`config.mk`:
```
export PLATFORM = sky130hd
export DESIGN_NAME = pipe_ctrl
export DESIGN_NICKNAME = d
export VERILOG_FILES = /design/src/rtl/pipe_ctrl_pkg.sv /design/src/rtl/pipe_hazard_det.sv /design/src/rtl/pipe_ctrl.sv
export SDC_FILE = /design/constraint.sdc
export NUM_CORES = 1
export LEC_CHECK = 0
export CAP_MARGIN = 20
export CORE_UTILIZATION = 39
export CTS_CLUSTER_DIAMETER = 80
export DETAILED_ROUTE_END_ITERATION = 16
export PLACE_DENSITY = 0.83
export SYNTH_ARGS = -nofsm -noshare
export SYNTH_HDL_FRONTEND = slang
export SYNTH_SLANG_ARGS = --single-unit
```
`constraint.sdc`:
```
create_clock -name clk -period 2 [get_ports clk]
set_input_delay 0.2 -clock clk [delete_from_list [all_inputs] [get_ports clk]]
set_output_delay 0.2 -clock clk [all_outputs]
set_load 0.01 [all_outputs]
```
`src/rtl/pipe_ctrl_pkg.sv`:
```
// Shared definitions for the pipeline sequencer: state encodings and
// the instruction address width derived from the instruction ROM depth.
package pipe_ctrl_pkg;

    localparam int ROM_DEPTH   = 4096;
    localparam int CTRL_ADDR_W = $clog2(ROM_DEPTH);
    localparam int FCNT_W      = 3;
    localparam int WD_W        = 8;

    typedef enum logic [1:0] {
        CTRL_RUN      = 2'd0,
        CTRL_FLUSH    = 2'd1,
        CTRL_WAIT_MC  = 2'd2,
        CTRL_WAIT_MEM = 2'd3
    } ctrl_state_e;

endpackage

```
`src/rtl/pipe_hazard_det.sv`:
```
// Load-use comparator: flags an ID instruction that reads the rd of a
// load still sitting in EX. x0 never creates a dependency.
module pipe_hazard_det (
    input  logic       ex_is_load,
    input  logic [4:0] ex_rd_addr,
    input  logic [4:0] id_rs1_addr,
    input  logic [4:0] id_rs2_addr,
    input  logic       id_rs1_used,
    input  logic       id_rs2_used,
    output logic       load_use
);

    logic rs1_hit;
    logic rs2_hit;

    assign rs1_hit  = id_rs1_used && (id_rs1_addr == ex_rd_addr);
    assign rs2_hit  = id_rs2_used && (id_rs2_addr == ex_rd_addr);
    assign load_use = ex_is_load && (ex_rd_addr != 5'd0) && (rs1_hit || rs2_hit);

endmodule

```
`src/rtl/pipe_ctrl.sv`:
```
// Pipeline sequencer: registered FSM (RUN/FLUSH/WAIT_MC/WAIT_MEM) with a
// flush counter and stall watchdog; hold/flush outputs decode state+inputs.
module pipe_ctrl
    import pipe_ctrl_pkg::*;
#(
    parameter int ADDR_W       = CTRL_ADDR_W,
    parameter int FLUSH_CYCLES = 2,
    parameter int TIMEOUT      = 255
) (
    input  logic              clk,
    input  logic              rst,
    input  logic              jump_en_i,
    input  logic [ADDR_W-1:0] jump_addr_i,
    input  logic              ex_is_load_i,
    input  logic [4:0]        ex_rd_addr_i,
    input  logic [4:0]        id_rs1_addr_i,
    input  logic [4:0]        id_rs2_addr_i,
    input  logic              id_rs1_used_i,
    input  logic              id_rs2_used_i,
    input  logic              mc_start_i,
    input  logic              mc_done_i,
    input  logic              mem_req_i,
    input  logic              mem_ack_i,
    output logic              jump_en_o,
    output logic [ADDR_W-1:0] jump_addr_o,
    output logic              hold_pc_o,
    output logic              hold_if2id_o,
    output logic              hold_id2exu_o,
    output logic              flush_if2id_o,
    output logic              flush_id2exu_o,
    output logic [1:0]        state_o,
    output logic              err_o
);

    localparam logic [FCNT_W-1:0] FLUSH_RELOAD = FCNT_W'(FLUSH_CYCLES - 1);
    localparam logic [WD_W-1:0]   WD_LIMIT     = WD_W'(TIMEOUT);

    ctrl_state_e       state_q;
    logic [FCNT_W-1:0] fcnt_q;
    logic [WD_W-1:0]   wd_q;
    logic              err_q;

    logic load_use;
    logic stall_mem;
    logic stall_mc;
    logic wait_done;
    logic wd_expire;

    pipe_hazard_det u_hazard (
        .ex_is_load  (ex_is_load_i),
        .ex_rd_addr  (ex_rd_addr_i),
        .id_rs1_addr (id_rs1_addr_i),
        .id_rs2_addr (id_rs2_addr_i),
        .id_rs1_used (id_rs1_used_i),
        .id_rs2_used (id_rs2_used_i),
        .load_use    (load_use)
    );

    assign stall_mem = mem_req_i && !mem_ack_i;
    assign stall_mc  = mc_start_i && !mc_done_i;
    assign wait_done = (state_q == CTRL_WAIT_MEM) ? mem_ack_i : mc_done_i;
    // A completion arriving in the expiry cycle wins: the op did finish.
    assign wd_expire = (wd_q == WD_LIMIT) && !wait_done;

    always_ff @(posedge clk or posedge rst) begin
        if (rst) begin
            state_q <= CTRL_RUN;
            fcnt_q  <= '0;
            wd_q    <= '0;
            err_q   <= 1'b0;
        end else begin
            case (state_q)
                CTRL_RUN: begin
                    wd_q <= '0;
                    if (jump_en_i) begin
                        if (FLUSH_CYCLES > 1) begin
                            state_q <= CTRL_FLUSH;
                            fcnt_q  <= FLUSH_RELOAD;
                        end
                    end else if (stall_mem) begin
                        state_q <= CTRL_WAIT_MEM;
                        wd_q    <= WD_W'(1);
                    end else if (stall_mc) begin
                        state_q <= CTRL_WAIT_MC;
                        wd_q    <= WD_W'(1);
                    end
                end
                CTRL_FLUSH: begin
                    if (jump_en_i) begin
                        fcnt_q <= FLUSH_RELOAD;
                    end else if (fcnt_q <= FCNT_W'(1)) begin
                        state_q <= CTRL_RUN;
                        fcnt_q  <= '0;
                    end else begin
                        fcnt_q <= fcnt_q - FCNT_W'(1);
                    end
                end
                default: begin
                    // wd_q counts stalled cycles including the RUN entry cycle
                    if (wait_done) begin
                        state_q <= CTRL_RUN;
                        wd_q    <= '0;
                    end else if (wd_expire) begin
                        state_q <= CTRL_RUN;
                        wd_q    <= '0;
                        err_q   <= 1'b1;
                    end else begin
                        wd_q <= wd_q + WD_W'(1);
                    end
                end
            endcase
        end
    end

    always_comb begin
        jump_en_o      = 1'b0;
        jump_addr_o    = '0;
        hold_pc_o      = 1'b0;
        hold_if2id_o   = 1'b0;
        hold_id2exu_o  = 1'b0;
        flush_if2id_o  = 1'b0;
        flush_id2exu_o = 1'b0;
        if (!rst) begin
            case (state_q)
                CTRL_RUN: begin
                    if (jump_en_i) begin
                        jump_en_o      = 1'b1;
                        jump_addr_o    = jump_addr_i;
                        flush_if2id_o  = 1'b1;
                        flush_id2exu_o = 1'b1;
                    end else if (stall_mem || stall_mc) begin
                        hold_pc_o     = 1'b1;
                        hold_if2id_o  = 1'b1;
                        hold_id2exu_o = 1'b1;
                    end else if (load_use) begin
                        hold_pc_o      = 1'b1;
                        hold_if2id_o   = 1'b1;
                        flush_id2exu_o = 1'b1;
                    end
                end
                CTRL_FLUSH: begin
                    flush_if2id_o  = 1'b1;
                    flush_id2exu_o = 1'b1;
                    if (jump_en_i) begin
                        jump_en_o   = 1'b1;
                        jump_addr_o = jump_addr_i;
                    end
                end
                default: begin
                    if (wd_expire) begin
                        flush_if2id_o  = 1'b1;
                        flush_id2exu_o = 1'b1;
                    end else if (!wait_done) begin
                        hold_pc_o     = 1'b1;
                        hold_if2id_o  = 1'b1;
                        hold_id2exu_o = 1'b1;
                    end
                end
            endcase
        end
    end

    assign state_o = state_q;
    assign err_o   = !rst && (err_q || ((state_q == CTRL_WAIT_MC || state_q == CTRL_WAIT_MEM) && wd_expire));

endmodule

```
==> flow_summary_export.csv <==
group,metric,value,unit
synth,synth_common_cells,"and2_1, dfrtp_1, xnor2_1, inv_1",
detailed_routing,dr.pass1.iters,4,
placed_design,dpl.hpwl,2610,um
detailed_routing,wl_per_cell,13.6,um
sta,timing.fmax,0.498,GHz
sta,max_slew_margin,81.0,%
synth,synth_top_area_share,32.3,%
finish,instances_no_fill,256,
worst_setup_path,reg2reg_from,"state_o[0]",
power_and_ir_drop,power_density,785,nW/um^2
finish,antennaDiodeCount,0,
worst_setup_path,required,1800,ps
detailed_routing,drcViolationCount,0,
die,die_w,54.7,um
worst_setup_path,setup.worst_path.class,"reg -> out",
synth,syn_inst,125,
sta,finalMaxSlewViolations,0,
detailed_routing,ant_nets,0,
synth,synth-seq-area-share,32.3,%
placed_design,gp_congestion,0.749,
sta,fin_crit,2010,ps
clock_network,ctsLongestPathBuffers,2,
grt,antenna_found_initial,0,
placed_design,port_buffers,57,
grt,grt_max_degree,15,
die,start_util,42.6,%
detailed_routing,via_per_inst,5.09,
placed_design,dp.cells,239,
synth,ys_warn_count,0,
synth,ys_ff_latch,14,
finish,fin_area,2070,um^2
placed_design,place_area,1900,um^2
clock_network,numCtsBuffers,3,
clock_network,ctsHtreeMaxLevel,1,
die,die_h,54.7,um
synth,synthFlopType,"dfrtp_1",
worst_setup_path,startpoint,"state_o[0]",
power_and_ir_drop,total_power,1.62,mW
grt,overflow,0,
synth,synth.largest_area_cell,"dfrtp_1",
clock_network,cts_hold_buffers,0,
sta,worst_pin_slew,284,ps
sta,finalClockSkew,9.67,ps
synth,netlist_area,1080,um^2
sta,setup_tns,-15.5,ps
die,row_count,18,
clock_network,tritoncts,"built",
clock_network,root_buffer,"clkbuf_4",
sta,finalHoldViolations,0,
run_status,violations,"setup timing",
synth,synth.distinct_cells,39,
grt,grt_pass1_vias,1236,
finish,layout.nets,267,
sta,worst_slack,-7.79,ps
clock_network,clock_sinks,14,
sta,rsz0062_at_grt,"true",
power_and_ir_drop,power_leakage,1.01,nW
sta,min_period_over_period,100,%
worst_setup_path,cp.arrival,1810,ps
grt,grt_pass1_wl,5070,um
synth,synth.most_common_cell,"and2_1",
detailed_routing,drt_iter0_markers,22,
run_status,status,"finished, violations left",
detailed_routing,vias,1303,
die,io_pins,58,
worst_setup_path,endpoint_kind,"primary output",
die,coreArea,2540,um^2
synth,ys_async_sr_fraction,100,%
power_and_ir_drop,ir_drop,551,uV
placed_design,pre_cts_ws,-354,ps
worst_setup_path,r2r_cells,9,
flow_run,cap_violations,0,
worst_setup_path,crit_path_start_kind,"flip-flop",
grt,grt_use_total,23.8,%
finish,fill_cells,152,
detailed_routing,wl,3470,um
finish,drive_gt1_share,32.7,%
finish,syn2layout_area_growth,90.8,%
synth,syn_avg_cell_area,8.68,um^2
worst_setup_path,cp_max_fo,5,
die,die_area,3000,um^2
clock_network,clk_latency,290,ps
sta,setup_violations,2,
synth,synth_enable_flop_cells,0,
synth,synthTopCellsByArea,"dfrtp_1, and2_1, xnor2_1",
synth,synth.net_count,165,
min_path,hp-class,"in -> async",
clock_network,clk_pin_slew,90,ps
[worst max-delay path, cell delays in order, from the launching register on]
cell and delay, ps:
dfrtp_1 390, buf_4 140, buf_4 150, nor2b_1 170, o21ai_4 80, o31ai_4 90, buf_4 140, a211oi_2 190
buf_2 160
[final timing paths]
check                       endpoint  slack (ps)
setup / recovery           hold_pc_o          -8
min in group clk               err_q         480
hold reg to reg                err_q         480
setup reg to reg           fcnt_q[2]         210
hold / removal             fcnt_q[2]         440
max in group asynchronous    wd_q[5]        1390
[registers in the layout, summed over array words and instances, names as in the netlist]
signal   flops
err_q        1
state_o      2
wd_q         8
fcnt_q       3
[logic make-up after synthesis]
| kind of cell | synth area share (%) |
|---|---|
| buf+inv | 5.77 |
| compound gates | 21.1 |
| mux | 0.923 |
| xor+xnor | 8.88 |
| flops | 32.3 |
| simple gates | 27.6 |
| fa+ha+maj | 3.46 |
[layer usage]
layer  share of wire (%)  up-vias  wire length [um]  global-route usage (%)
li1                    -      640                 -                       -
met1                  40      608              1390                    24.3
met2                  53       48              1850                    47.4
met3                 4.8        7               168                    4.17
met4                 1.8        0                62                    7.69
met5                   0        -                 0                       0
[repair_timing]
item / in CTS / in global routing
buffers inserted: 7 / 6
endpoints found under the setup margin: 18 / 5
hold endpoints to repair: 0 / 0
gates resized for setup: 42 / 16
pin swaps: 5 / 5
[layout make-up]
class / count / area (um^2) / share of cell area [%]
Timing Repair Buffer: 101 / 873 / 42.2
Multi-Input combinational cell: 98 / 738 / 35.7
Sequential cell: 14 / 350 / 16.9
Tap cell: 30 / 37.5 / 1.81
Clock buffer: 4 / 36.3 / 1.75
Inverter: 9 / 33.8 / 1.63
[placed cells by master (no fill, tap or decap), types with 3 or more instances in the layout]
cell type / instances
buf_4: 42
clkdlybuf4s50_1: 34
and2_1: 14
dfrtp_1: 14
dlygate4sd2_1: 12
xnor2_1: 10
inv_1: 8
o21ai_0: 7
nand2_1: 6
o31ai_1: 4
nand3_1: 4
nor3_1: 4
clkdlybuf4s15_1: 4
nand2b_1: 3
a21o_1: 3
nor2_1: 3
o21ai_1: 3
clkbuf_4: 3
buf_2: 3
[metrics by stage]
stage | utilization (%) | hold WS, ps
2_1_floorplan | - | 94.3
3_3_place_gp | 74.5 | 441
3_5_place_dp | 74.5 | 459
4_1_cts | 78.3 | 419
5_1_grt | 81.3 | 481
6_report | 81.3 | 436
[where the power goes]
group / total (mW) / leakage [nW] / internal (mW) / switching, mW
registers: 0.369 / 0.187 / 0.330 / 0.0387
logic: 1.04 / 0.801 / 0.591 / 0.453
clock network: 0.212 / 0.0210 / 0.111 / 0.101
total: 1.62 / 1.01 / 1.03 / 0.593
(Power assumes the default switching activity.)
